$ cat config.mk
export PLATFORM = sky130hd
export DESIGN_NAME = map_llr_unit
export DESIGN_NICKNAME = d
export VERILOG_FILES = /design/src/rtl/map_pkg.sv /design/src/rtl/map_max4.sv /design/src/rtl/map_llr_unit.sv
export SDC_FILE = /design/constraint.sdc
export NUM_CORES = 1
export LEC_CHECK = 0
export BUFFER_PORTS_ARGS = -buffer_cell sky130_fd_sc_hd__buf_2
export CAP_MARGIN = 20
export CORE_MARGIN = 2
export CORE_UTILIZATION = 54
export DETAILED_ROUTE_END_ITERATION = 8
export GPL_ROUTABILITY_DRIVEN = 0
export PLACE_DENSITY_LB_ADDON = 0.3
export SYNTH_ARGS = -nofsm -noshare
export SYNTH_HDL_FRONTEND = slang
export SYNTH_SLANG_ARGS = --single-unit
$ cat constraint.sdc
create_clock -name clk -period 5.1 [get_ports clk]
set_input_delay 0.51 -clock clk [delete_from_list [all_inputs] [get_ports clk]]
set_output_delay 0.51 -clock clk [all_outputs]
set_load 0.01 [all_outputs]
$ cat src/rtl/map_pkg.sv
// Trellis tables and helpers shared by the max-log-MAP alpha, beta, gamma and LLR units.
// 4-state RSC code, generators (7,5) octal; state s = 2*s1 + s0, gamma indexed by {u,p}.
package map_pkg;

    localparam int NUM_STATES = 4;

    // Transition i of each table sits at element [i] of the packed vector.
    localparam logic [3:0][1:0] FROM_U0 = {2'd3, 2'd2, 2'd1, 2'd0};
    localparam logic [3:0][1:0] TO_U0   = {2'd1, 2'd3, 2'd2, 2'd0};
    localparam logic [3:0]      P_U0    = 4'b1100;

    localparam logic [3:0][1:0] FROM_U1 = {2'd3, 2'd2, 2'd1, 2'd0};
    localparam logic [3:0][1:0] TO_U1   = {2'd3, 2'd1, 2'd0, 2'd2};
    localparam logic [3:0]      P_U1    = 4'b0011;

    function automatic int gamma_idx(input logic u, input logic p);
        return 2 * int'(u) + int'(p);
    endfunction

    function automatic int sat_sym(input int x, input int lim);
        if (x > lim) return lim;
        if (x < -lim) return -lim;
        return x;
    endfunction

endpackage

$ cat src/rtl/map_max4.sv
// Combinational signed maximum of four values.
module map_max4 #(
    parameter int W = 12
) (
    input  logic signed [W-1:0] in0,
    input  logic signed [W-1:0] in1,
    input  logic signed [W-1:0] in2,
    input  logic signed [W-1:0] in3,
    output logic signed [W-1:0] max_out
);

    logic signed [W-1:0] m01;
    logic signed [W-1:0] m23;

    assign m01     = (in0 > in1) ? in0 : in1;
    assign m23     = (in2 > in3) ? in2 : in3;
    assign max_out = (m01 > m23) ? m01 : m23;

endmodule

$ cat src/rtl/map_llr_unit.sv
// Max-log-MAP LLR stage: path sums, per-bit maxima, saturated difference and hard decision.
// Three-stage pipeline with a single advance enable; tags the last step of each frame.
module map_llr_unit
    import map_pkg::*;
#(
    parameter int MW        = 10,
    parameter int LW        = 8,
    parameter int BLOCK_LEN = 64
) (
    input  logic            clk,
    input  logic            rst,
    input  logic            in_valid,
    output logic            in_ready,
    input  logic [4*MW-1:0] alpha_in,
    input  logic [4*MW-1:0] beta_in,
    input  logic [4*MW-1:0] gamma_in,
    output logic            out_valid,
    input  logic            out_ready,
    output logic [LW-1:0]   llr_out,
    output logic            hard_bit,
    output logic            out_last,
    output logic            done_llr
);

    localparam int SW      = MW + 2;
    localparam int DW      = MW + 3;
    localparam int CW      = (BLOCK_LEN > 1) ? $clog2(BLOCK_LEN) : 1;
    localparam int LLR_MAX = 2 ** (LW - 1) - 1;
    localparam logic [CW-1:0] LAST_CNT = CW'(BLOCK_LEN - 1);

    function automatic logic signed [SW-1:0] ext(input logic [MW-1:0] x);
        return {{2{x[MW-1]}}, x};
    endfunction

    logic                 en;
    logic                 accept;
    logic [CW-1:0]        count;
    logic signed [SW-1:0] sum0 [NUM_STATES];
    logic signed [SW-1:0] sum1 [NUM_STATES];

    logic                 v1;
    logic                 s1_last;
    logic signed [SW-1:0] s1_sum0 [NUM_STATES];
    logic signed [SW-1:0] s1_sum1 [NUM_STATES];

    logic                 v2;
    logic                 s2_last;
    logic signed [SW-1:0] max0;
    logic signed [SW-1:0] max1;
    logic signed [SW-1:0] s2_max0;
    logic signed [SW-1:0] s2_max1;

    logic signed [DW-1:0] diff;
    int                   sat;
    logic [LW-1:0]        llr_next;
    logic                 hard_next;

    assign en       = !out_valid || out_ready;
    assign in_ready = en;
    assign accept   = in_valid && en;

    for (genvar i = 0; i < NUM_STATES; i++) begin : g_path
        localparam int F0 = int'(FROM_U0[i]);
        localparam int T0 = int'(TO_U0[i]);
        localparam int G0 = gamma_idx(1'b0, P_U0[i]);
        localparam int F1 = int'(FROM_U1[i]);
        localparam int T1 = int'(TO_U1[i]);
        localparam int G1 = gamma_idx(1'b1, P_U1[i]);

        assign sum0[i] = ext(alpha_in[F0*MW +: MW])
                       + ext(gamma_in[G0*MW +: MW])
                       + ext(beta_in[T0*MW +: MW]);
        assign sum1[i] = ext(alpha_in[F1*MW +: MW])
                       + ext(gamma_in[G1*MW +: MW])
                       + ext(beta_in[T1*MW +: MW]);
    end

    map_max4 #(.W(SW)) u_max0 (
        .in0     (s1_sum0[0]),
        .in1     (s1_sum0[1]),
        .in2     (s1_sum0[2]),
        .in3     (s1_sum0[3]),
        .max_out (max0)
    );

    map_max4 #(.W(SW)) u_max1 (
        .in0     (s1_sum1[0]),
        .in1     (s1_sum1[1]),
        .in2     (s1_sum1[2]),
        .in3     (s1_sum1[3]),
        .max_out (max1)
    );

    always_comb begin
        diff      = {s2_max1[SW-1], s2_max1} - {s2_max0[SW-1], s2_max0};
        sat       = sat_sym(int'(diff), LLR_MAX);
        llr_next  = LW'(sat);
        hard_next = sat > 0;
    end

    // Control and output state: cleared by reset, in-flight data is dropped.
    always_ff @(posedge clk) begin
        if (rst) begin
            count     <= '0;
            v1        <= 1'b0;
            s1_last   <= 1'b0;
            v2        <= 1'b0;
            s2_last   <= 1'b0;
            out_valid <= 1'b0;
            llr_out   <= '0;
            hard_bit  <= 1'b0;
            out_last  <= 1'b0;
            done_llr  <= 1'b0;
        end else begin
            done_llr <= out_valid && out_ready && out_last;
            if (accept) begin
                count <= (count == LAST_CNT) ? '0 : count + 1'b1;
            end
            if (en) begin
                v1        <= in_valid;
                s1_last   <= in_valid && (count == LAST_CNT);
                v2        <= v1;
                s2_last   <= s1_last;
                out_valid <= v2;
                llr_out   <= llr_next;
                hard_bit  <= hard_next;
                out_last  <= s2_last;
            end
        end
    end

    always_ff @(posedge clk) begin
        if (en) begin
            s1_sum0 <= sum0;
            s1_sum1 <= sum1;
            s2_max0 <= max0;
            s2_max1 <= max1;
        end
    end

endmodule
# After elaboration in Yosys (flattened, before gate mapping)
# Cells that the tools add are included.
[op_classes]
muxes = 14
n_lt_le_gt_ge = 9
n_addsub = 18
n_eq_ne = 1
n_reduce_logical = 6
[ops]
columns = ["cell", "count"]
rows = [
  ["11-bit by 10-bit adder with 12-bit output", 8],
  ["32-bit 2-to-1 mux", 3],
  ["10-bit by 10-bit adder with 11-bit output", 8],
  ["12-bit > comparator", 6],
  ["12-bit 2-to-1 mux", 6],
  ["32-bit by 1-bit > comparator with 1-bit output (second input constant)", 1],
  ["13-bit by 8-bit > comparator with 1-bit output (second input constant)", 1],
  ["13-bit by 8-bit < comparator with 1-bit output (second input constant)", 1],
  ["12-bit by 12-bit subtractor with 13-bit output", 1],
  ["7-bit 2-to-1 mux", 1],
  ["6-bit by 1-bit adder with 6-bit output (second input constant)", 1],
  ["6-bit == test (second input constant)", 1],
  ["6-bit 2-to-1 mux", 1],
  ["1-bit logical AND", 4],
  ["1-bit 2-to-1 mux", 3],
  ["1-bit zero test", 1],
  ["1-bit logical OR", 1],
]
[word_totals]
reg_bits = 142
output_inout_bits = 13
in_bits = 124
wordCells = 68

# Longest topological paths before layout
# Gate-level depths: netlist of the first run.
[depth]
depth_word = 7
mapped_depth = 21
mapped_depth_nobuf = 19

# Cells and area by module
# Synthesis of the first run repeated with hierarchy kept, for this count alone.
[hier_totals]
hier_cells = 1333
area_unflattened_um2 = 13704.4
[by_module_without_submodules]
columns = ["module", "cells_each", "n_inst", "seq_area_each_um2", "area_each_um2"]
rows = [
  ["map_llr_unit", 819, 1, 4043.9, 9748.1],
  ["map_max4", 257, 2, 0.0, 1978.1],
]

# Worst setup path before layout of the first run
# No wires, ideal clock.
[synth_path]
path_kind = "input to register"
from = "in out_ready"
to = "reg hard_bit"
stages = 5
path_buffers = 1
slack_ps = 155
required_ps = 5020
arrival_ps = 4865
setup_ps = 80
path_cell_list = "nor2b_1 > inv_1 > buf_1 > o311ai_1 > a21oi_1"
[synth_between]
elab_chain_len = 1
[synth_rtl]
columns = ["item", "line_no", "text"]
rows = [
  ["from (decl)", "map_llr_unit.sv:18", "input logic out_ready,"],
  ["1-bit logical OR", "map_llr_unit.sv:58", "assign en = !out_valid || out_ready;"],
  ["via in_ready", "map_llr_unit.sv:13", "output logic in_ready,"],
  ["to (signal assigned)", "map_llr_unit.sv:126", "hard_bit <= hard_next;"],
  ["to (decl)", "map_llr_unit.sv:20", "output logic hard_bit,"],
]
# The timed path passes the listed nets, and every way through them passes these cells.
# A chain may end at the register's enable or synchronous reset.

# Worst setup path in the final report of the first run
[layout_path]
from = "reg s1_sum0[1] (netlist name)"
to = "reg s2_max0[0], data pin"
[layout_between]
elab_chain_len = 4
[layout_rtl]
columns = ["item", "line_no", "text"]
rows = [
  ["from (decl)", "map_llr_unit.sv:43", "logic signed [SW-1:0] s1_sum0 [NUM_STATES];"],
  ["from (signal assigned)", "map_llr_unit.sv:134", "s1_sum0 <= sum0;"],
  ["12-bit > comparator", "map_max4.sv:16", "assign m23 = (in2 > in3) ? in2 : in3;"],
  ["12-bit 2-to-1 mux (*)", "map_max4.sv:16", ""],
  ["12-bit > comparator", "map_max4.sv:17", "assign max_out = (m01 > m23) ? m01 : m23;"],
  ["12-bit 2-to-1 mux (*)", "map_max4.sv:17", ""],
  ["via max0[0]", "map_llr_unit.sv:48", "logic signed [SW-1:0] max0;"],
  ["to (signal assigned)", "map_llr_unit.sv:136", "s2_max0 <= max0;"],
  ["to (decl)", "map_llr_unit.sv:50", "logic signed [SW-1:0] s2_max0;"],
]
# Mark *: on every way through the listed nets, which the timed path passes. The rest lies on a longest branch.

==> results of run 1 <==
[report_power, final]
part | leakage (nW) | total (W) | switching [W] | internal, W
sequential | 1.44 | 0.00226 | 0.000298 | 0.00197
clock | 0.266 | 0.00119 | 0.000469 | 0.000716
combinational | 4.90 | 0.00553 | 0.00304 | 0.00250
total | 6.60 | 0.00898 | 0.00380 | 0.00518
[flip-flops by register name (all words and copies together), names as in the netlist, 6 cells and up]
name,cells
s1_sum0,48
s2_max1,12
s1_sum1,48
s2_max0,12
count,6
llr_out,8
[how the worst max path moves through the flow]
stage	start	endpoint	slack, ns
finish	s1_sum0[1]	s2_max0[0]	0.42
global route	s1_sum0[19]	s2_max0[5]	0.07
CTS	s1_sum0[1]	s2_max0[5]	0.50
detailed placement	s1_sum0[1]	s2_max0[9]	0.59
global placement	s1_sum0[1]	s2_max0[2]	0.75
floorplan	out_ready	hard_bit	0.16
[cell type report]
class	instances	area, µm²	share of cell area, %
clock buffer	21	440	3.16
tap	285	357	2.56
clock inverter	11	119	0.853
multi-input combinational	825	7570	54.3
inverter	175	659	4.73
timing repair buffer	144	741	5.32
sequential	142	4040	29.0
[cells in the mapped netlist, types with 2 or more instances]
cell and count:
a2111oi_0 3, a211oi_1 3, a21boi_0 16, a21o_1 18, a21oi_1 57, a221oi_1 2
a31oi_1 10, a41oi_1 3, and3_1 2, and4_1 2, buf_1 2, buf_2 5
clkbuf_1 4, dfxtp_1 22, edfxtp_1 120, fa_1 89, ha_1 165, inv_1 175
mux2i_1 73, nand2_1 50, nand2b_1 10, nand3_1 3, nand4_1 19, nor2_1 72
nor2b_1 22, nor3_1 10, nor4_1 2, nor4b_1 2, o211ai_1 6, o21a_1 8
o21ai_0 72, o21ai_1 3, o22ai_1 3, o311ai_0 2, o32ai_1 5, or2_2 5
or3_1 3, xnor2_1 38, xor2_1 24
[worst max-delay path, stage by stage, from the launching register on]
cell and delay, ns:
edfxtp_1 0.35, inv_1 0.05, ha_1 0.30, nor2b_1 0.14, o21ai_0 0.15, nand2b_1 0.09, a211oi_1 0.28, o211ai_1 0.14
a41oi_1 0.74, buf_4 0.26, mux2i_1 0.26, inv_1 0.07, ha_1 0.27, nand4_1 0.11, nor2_1 0.10, nand4_1 0.10
o311ai_0 0.09, o21ai_0 0.17, nand2_1 0.54, mux2i_1 0.17
[per-layer routing]
layer	up-vias	track usage, %	routed length (µm)
li1	4358	-	-
met1	4151	30.1	11900
met2	166	38.7	12800
met3	35	3.45	970
met4	0	6.26	452
met5	-	0	0
[cells by family (layout without fill, tap and decap cells)]
kind of cell	Yosys count	in the layout	share of synthesized area (%)
adders and majority gates	254	254	31.2
buffers and inverters	186	351	5.72
AOI/OAI and AO/OA	226	226	11.6
and+or+nand+nor	210	210	8.31
xor gates and xnor gates	62	62	4.41
muxes	73	73	5.93
DFF	142	142	32.8
[stage by stage]
| stage | area [µm²] | util [%] | setup slack, ns |
|---|---|---|---|
| finish | 13900 | 61.9 | 0.424 |
| global route | 13900 | 61.9 | 0.0710 |
| CTS | 13900 | 61.9 | 0.496 |
| detailed placement | 13400 | 59.4 | 0.594 |
| global placement | 13400 | 59.4 | 0.752 |
| floorplan | 12300 | - | 0.155 |
==> impl_metrics.toml, run 1 <==
[outcome]
status = "completed"

[power]
vdd_drop_max_mv = 0.413
power_per_cell_area_nw_per_um2 = 645
p_leak_nw = 6.60
power_w = 0.00898

[synthesis]
yosysTopAreaCell = "edfxtp_1"
yosys_warnings = 0
synth.area.top_cells = "edfxtp_1 29%, ha_1 17%, fa_1 14%, mux2i_1 5.9%, inv_1 5.3%"
yosysTopAreaCellShare_pct = 29.3
synth.distinct_cells = 62
synth-edff-count = 120
syn_area_um2 = 12300
synthFlopType = "edfxtp_1"
synthCells = 1153
synth_seq_cells = 142
synth-async-reset-ratio_pct = 0
seq_area_frac_synth_pct = 32.8
avgSynthCellArea_um2 = 10.7
syn_nets = 1531

[clock_tree]
post-cts-setup-buffers = 0
clock_sinks = 142
cts_buffers = 17
clk_latency_ns = 0.42
clockBufferDepth = 2
cts_hold_buf = 0
clk_pin_slew_ns = 0.06
cts_tree = "yes"
cts_root_buf = "clkbuf_16"
cts_resized = 0
htree_levels = 4

[sta]
worst_hold_slack_ns = 0.387
relSlewSlack_pct = 41.8
tightest_slew_ns = 0.871
setup-tns-final_ns = 0
worst_clock_skew_ns = 0.00870
drv_slew = 0
timing_hold_violations_final = 0
timing.fmax_mhz = 214
rsz0062_at_grt = "false"
layout_min_cycle_time_ns = 4.68
setup_viol = 0
finalCritPeriodShare_pct = 91.7

[critical_path]
end_kind = "flip-flop"
startpoint_type = "flip-flop"
worst-setup-path-type = "flip-flop to flip-flop"
r2r_end = "s2_max0[0]"
cp_data_arrival_time_ns = 4.82
ff2ff_path_depth = 19
crit_fanout = 12
ff2ff_setup_slack_ns = 0.42
reg2reg_from = "s1_sum0[1]"
crit_required_ns = 5.24

[placement]
io_buffers = 136
placed_cells = 1571
place_hpwl_mm = 21.5

[die]
start_util_pct = 54.7
ios = 137
design.die.area_um2 = 24000
core_um2 = 22500
die_h_um = 155
rows = 55
dieWidth_um = 155

[run]
max-cap-violations = 0

[finish]
final_cell_mix = "174 x inv_1, 165 x ha_1, 136 x buf_2, 120 x edfxtp_1, 89 x fa_1"
area_delta_synth_final_pct = 13.1
final_common_cell = "inv_1"
fin_nets = 1683
n_antenna_cell = 0
fillers = 1810
instances_no_fill = 1603
drive_gt1_share_pct = 14.0

[global_routing]
globalRoute.totalOverflow = 0
grt_pass1_vias = 8779
antenna_found_initial = 0
grt_pass1_wl_mm = 42.8
grt_max_degree = 73
grt_use_total_pct = 22.6

[detailed_routing]
drt.antenna.violating_nets = 0
drc = 0
wl_per_cell_um = 16.2
routed_wl_mm = 26.0
dr.pass1.iters = 5
viasPerCell = 5.43
vias = 8710
drt-initial-drc-count = 560

[worst_hold_path]
hold_path_class = "input pin to flip-flop"
holdCritStartpoint = "out_ready"
min_to = "done_llr"
min_path_cells = 2
No activity file was read; power rests on OpenSTA's default activity.
==> inputs of run 2 (changes only) <==
CORE_MARGIN = not set   (was 2)
MAX_ROUTING_LAYER = met4   (was not set)
==> run 2 against run 1 <==
Via count is 0.51% higher. Sequential share of layout area is 0.062 points lower. Routed wire length is 0.76% higher. Power is 0.77% higher. Final cell count is 0.37% lower. Register-to-register slack better by 0.08 ns. Final area is 0.22% higher. Clock power is 3% higher. Maximum frequency is 1.8% higher. Sequential power hardly changed. Utilization is 1.3 points higher. First-iteration DRC count is 8.6% lower. Critical endpoint is now s2_max0[10]. Largest cell class unchanged. Highest routed layer unchanged.
==> impl_metrics.toml, run 2 (synthesis gave the netlist of run 1 again) <==
[clock_tree]
htree_levels = 4
cts_resized = 0
clk_pin_slew_ns = 0.06
post-cts-setup-buffers = 0
cts_hold_buf = 0
clockBufferDepth = 2
cts_buffers = 17
clk_latency_ns = 0.43
clock_sinks = 142
cts_tree = "yes"
cts_root_buf = "clkbuf_16"

[critical_path]
cp_data_arrival_time_ns = 4.74
startpoint_type = "flip-flop"
worst-setup-path-type = "flip-flop to flip-flop"
crit_fanout = 12
crit_required_ns = 5.24
crit_path_top_delay_cell = "nand2_1"
ff2ff_setup_slack_ns = 0.51
crit_chain = "inv_1, ha_1, nor2b_1, o21ai_0, nand2b_1, a211oi_1, o211ai_1, a41oi_1, buf_4, mux2i_1, inv_1, ha_1, nand4_1, nor2_1, nand4_1, o311ai_0, o21ai_0, nand2_1, mux2i_1"
slowest_delay_ns = 0.55
end_kind = "flip-flop"

[sta]
timing_hold_violations_final = 0
drv_slew = 0
setup-tns-final_ns = 0
setup_viol = 0
worst_hold_slack_ns = 0.377
layout_min_cycle_time_ns = 4.59
timing.fmax_mhz = 218
relSlewSlack_pct = 46.2
rsz0062_at_grt = "false"
tightest_slew_ns = 0.805
worst_clock_skew_ns = 0.00795
finalCritPeriodShare_pct = 90.0

[die]
dieWidth_um = 153
design.die.area_um2 = 23400
ios = 137
rows = 54
core_um2 = 22100
die_h_um = 153
start_util_pct = 55.7

[power]
seqPwrFrac_pct = 25.1
internal_power_w = 0.00522
switchingPower_w = 0.00383
p_leak_nw = 6.62
power.share.switching_pct = 42.3
power.share.clock_pct = 13.6
share_comb_of_total_power_pct = 61.3
power_per_cell_area_nw_per_um2 = 648
vdd_drop_max_mv = 0.488

[global_routing]
grt_max_degree = 92
grt_pass1_vias = 8761
grt_pass1_wl_mm = 42.2
grt_use_total_pct = 24.0
globalRoute.totalOverflow = 0
antenna_found_initial = 0

[finish]
final_cell_mix = "174 x inv_1, 165 x ha_1, 136 x buf_2, 120 x edfxtp_1, 89 x fa_1"
area_delta_synth_final_pct = 13.3
final_common_cell = "inv_1"
n_antenna_cell = 0
fin_nets = 1683
drive_gt1_share_pct = 14.0
top_regs = "s1_sum0 (48), s1_sum1 (48)"

[detailed_routing]
routed_wl_mm = 26.2
drc = 0
vias = 8754
dr.pass1.iters = 5
wl_per_cell_um = 16.4
viasPerCell = 5.48
drt-initial-drc-count = 512
drt.antenna.violating_nets = 0

[placement]
place_hpwl_mm = 21.7
io_buffers = 136

[run]
max-cap-violations = 0

[outcome]
status = "completed"

[worst_hold_path]
hold_path_class = "input pin to flip-flop"
==> run 2: cell count changes in the layout (fill, tap and decap cells not counted) <==
cell        delta
clkbuf_1       -4
clkinv_1       +3
clkinv_4       -3
buf_16         +1
buf_4          -1
bufinv_16      +1
clkinvlp_4     +1
inv_6          +1
==> run 2: path summary, 6_finish.rpt <==
check / start / to / cells past startpoint
hold reg to reg: hard_bit / hard_bit / 2
setup reg to reg: s1_sum0[25] / s2_max0[10] / 19
setup / recovery: s1_sum0[25] / s2_max0[10] / 19
hold / removal: out_ready / done_llr / 2
==> run 2: critical path, delay by kind of cell, from the launching register on <==
family / cells / cell delay (ns)
AO/OA/AOI/OAI: 6 / 1.34
AND/OR/NAND/NOR: 6 / 1.13
adder cells (fa/ha/maj): 2 / 0.53
multiplexers: 2 / 0.47
buffers and inverters: 3 / 0.45
flip-flops: 1 / 0.38
==> run 2: cell type report <==
| class | count | area, µm² |
|---|---|---|
| Multi-Input combinational cell | 825 | 7570 |
| Fill cell | 1745 | 8140 |
| Tap cell | 280 | 350 |
| Clock buffer | 17 | 425 |
| Timing Repair Buffer | 144 | 761 |
| Inverter | 175 | 659 |
| Clock inverter | 14 | 150 |
| Sequential cell | 142 | 4040 |
==> run 2: power by group through the flow <==
stage | sequential (W) | combinational [W] | clock (W)
floorplan | 0.00214 | 0.00422 | 0
global placement | 0.00227 | 0.00534 | 0
detailed placement | 0.00229 | 0.00546 | 0
CTS | 0.00226 | 0.00553 | 0.00124
global route | 0.00231 | 0.00619 | 0.00129
finish | 0.00227 | 0.00555 | 0.00123
==> run 2: stage by stage <==
stage               total power, W  instance area (µm²)  util, %  worst slack [ns]  std cells
CTS                        0.00903                13900     63.1             0.567       1596
global placement           0.00761                13400     60.4             0.729       1565
global route               0.00978                14000     63.2             0.175       1597
finish                     0.00905                14000     63.2             0.508       1597
floorplan                  0.00636                12300        -             0.155       1153
detailed placement         0.00775                13400     60.4             0.609       1565
==> run 2: metal layers <==
metal	track usage, %	wire [µm]	share of wire [%]	up-vias
li1	-	-	-	4351
met1	29.8	11500	44	4151
met2	39.2	12900	49	219
met3	4.11	1320	5.0	33
met4	8.95	535	2.0	0
met5	-	0	0	-
==> inputs of run 3 (changes only) <==
CORE_ASPECT_RATIO = 0.7   (was not set)
==> run 3 against run 2 <==
Combinational power up 1%. Sequential cell count unchanged. Hold slack better by 0.012 ns. Die area about the same. Maximum frequency down 0.16%. First-iteration DRC count up 28%. Largest power group unchanged.
==> impl_metrics.toml, run 3 (synthesis gave the netlist of run 1 again) <==
[outcome]
status = "completed"

[clock_tree]
cts_hold_buf = 0
cts_root_buf = "clkbuf_16"
clockBufferDepth = 2
htree_levels = 4
cts_resized = 0
clk_pin_slew_ns = 0.06
cts_tree = "yes"
post-cts-setup-buffers = 0
cts_buffers = 17
clock_sinks = 142
clk_latency_ns = 0.43

[critical_path]
crit_buf_inv = 2
worst-setup-path-type = "flip-flop to flip-flop"
end_kind = "flip-flop"
reg2reg_from = "s1_sum0[37]"
slowest_delay_ns = 0.54
ff2ff_setup_slack_ns = 0.50
path_delay_family = "compound AO/OA/AOI/OAI gates"
startpoint_type = "flip-flop"
crit_fanout = 12
crit_required_ns = 5.24
cp_data_arrival_time_ns = 4.74
crit_chain = "ha_1, nor2b_1, o21ai_0, nand2b_1, a211oi_1, o211ai_1, a41oi_1, buf_4, mux2i_1, inv_1, ha_1, nand4_1, nor2_1, nand4_1, o311ai_0, o21ai_0, nand2_1, mux2i_1"
crit_path_top_delay_cell = "a41oi_1"
r2r_end = "s2_max0[1]"
ff2ff_path_depth = 18

[global_routing]
grt_max_degree = 50
antenna_found_initial = 1
globalRoute.totalOverflow = 0
grt_pass1_vias = 8778
grt_pass1_wl_mm = 44.2
grt_use_total_pct = 25.5

[sta]
worst_clock_skew_ns = 0.0109
drv_slew = 0
setup_viol = 0
tightest_slew_ns = 0.834
layout_min_cycle_time_ns = 4.60
relSlewSlack_pct = 44.0
rsz0062_at_grt = "false"
setup-tns-final_ns = 0
finalCritPeriodShare_pct = 90.2
timing_hold_violations_final = 0
timing.fmax_mhz = 217

[die]
die_h_um = 128
core_um2 = 22000
design.die.area_um2 = 23400
rows = 45
start_util_pct = 55.9
dieWidth_um = 183
ios = 137

[worst_hold_path]
min_to = "done_llr"
min_path_cells = 2
hold_path_class = "input pin to flip-flop"
holdCritStartpoint = "out_ready"

[finish]
top_regs = "s1_sum0 (48), s1_sum1 (48)"
fin_nets = 1683
final_common_cell = "inv_1"
area_delta_synth_final_pct = 13.7
stdcell_area_um2 = 14000
final_cell_mix = "174 x inv_1, 165 x ha_1, 136 x buf_2, 120 x edfxtp_1, 89 x fa_1"
drive_gt1_share_pct = 14.3

[power]
power_per_cell_area_nw_per_um2 = 653
power_w = 0.00915
vdd_drop_max_mv = 0.459
p_leak_nw = 6.65

[detailed_routing]
routed_wl_mm = 27.4
viasPerCell = 5.48
vias = 8893
drt.antenna.violating_nets = 0
drt-initial-drc-count = 654
drc = 0
dr.pass1.iters = 5
wl_per_cell_um = 16.9

[run]
max-cap-violations = 0

[placement]
place_hpwl_mm = 22.6
io_buffers = 136
placed_cell_area_um2 = 13400
run 3: changes by cell type in the layout (fill, tap and decap cells not counted):
cell | before | now
inv_4 | 1 | 4
clkbuf_8 | 0 | 3
clkinv_1 | 5 | 0
buf_16 | 1 | 0
clkbuf_1 | 0 | 2
clkinvlp_4 | 3 | 0
bufinv_16 | 3 | 0
diode_2 | 0 | 1
clkbuf_16 | 17 | 21
buf_4 | 7 | 8
run 3: per-stage QoR:
stage / std cells / utilization, % / worst slack [ns] / hold slack, ns
finish: 1624 / 63.6 / 0.500 / 0.389
global route: 1624 / 63.6 / 0.114 / 0.410
CTS: 1623 / 63.6 / 0.509 / 0.378
detailed placement: 1591 / 60.8 / 0.565 / 0.445
global placement: 1591 / 60.8 / 0.705 / 0.439
floorplan: 1153 / - / 0.155 / 0.432
run 3: layer usage:
layer  wire length [µm]  vias to the layer above  part of all wire (%)  global-route usage, %
met5                  0                        -                     0                      -
met4                384                        0                   1.4                   7.51
met3               1960                       28                   7.1                   4.59
met2              11700                      288                    43                   37.2
met1              13400                     4218                    49                   36.3
li1                   -                     4359                     -                      -
run 3: power breakdown:
group	internal, W	leakage [nW]	switching [W]	total, W
registers	0.00197	1.44	0.000303	0.00227
clock network	0.000779	0.308	0.000485	0.00126
logic	0.00251	4.90	0.00311	0.00561
run 3: final cells by class:
cell class,instances,area [µm²]
flip-flops and latches,142,4040
inverters,175,659
diodes,1,2.50
fillers,1759,8010
well taps,305,382
clock buffers,26,574
multi-input cells,825,7570
clock inverters,6,37.5
repair buffers,144,741
run 3: how the worst max path moves through the flow:
stage / from / end / slack (ns) / cells after the start
after floorplan: out_ready / hard_bit / 0.16 / 5
after global placement: s1_sum0[37] / s2_max0[1] / 0.71 / 18
after detailed placement: s1_sum0[1] / s2_max0[9] / 0.56 / 20
after CTS: s1_sum0[37] / s2_max0[9] / 0.51 / 18
after global routing: s1_sum0[37] / s2_max0[9] / 0.11 / 18
final: s1_sum0[37] / s2_max0[1] / 0.50 / 18
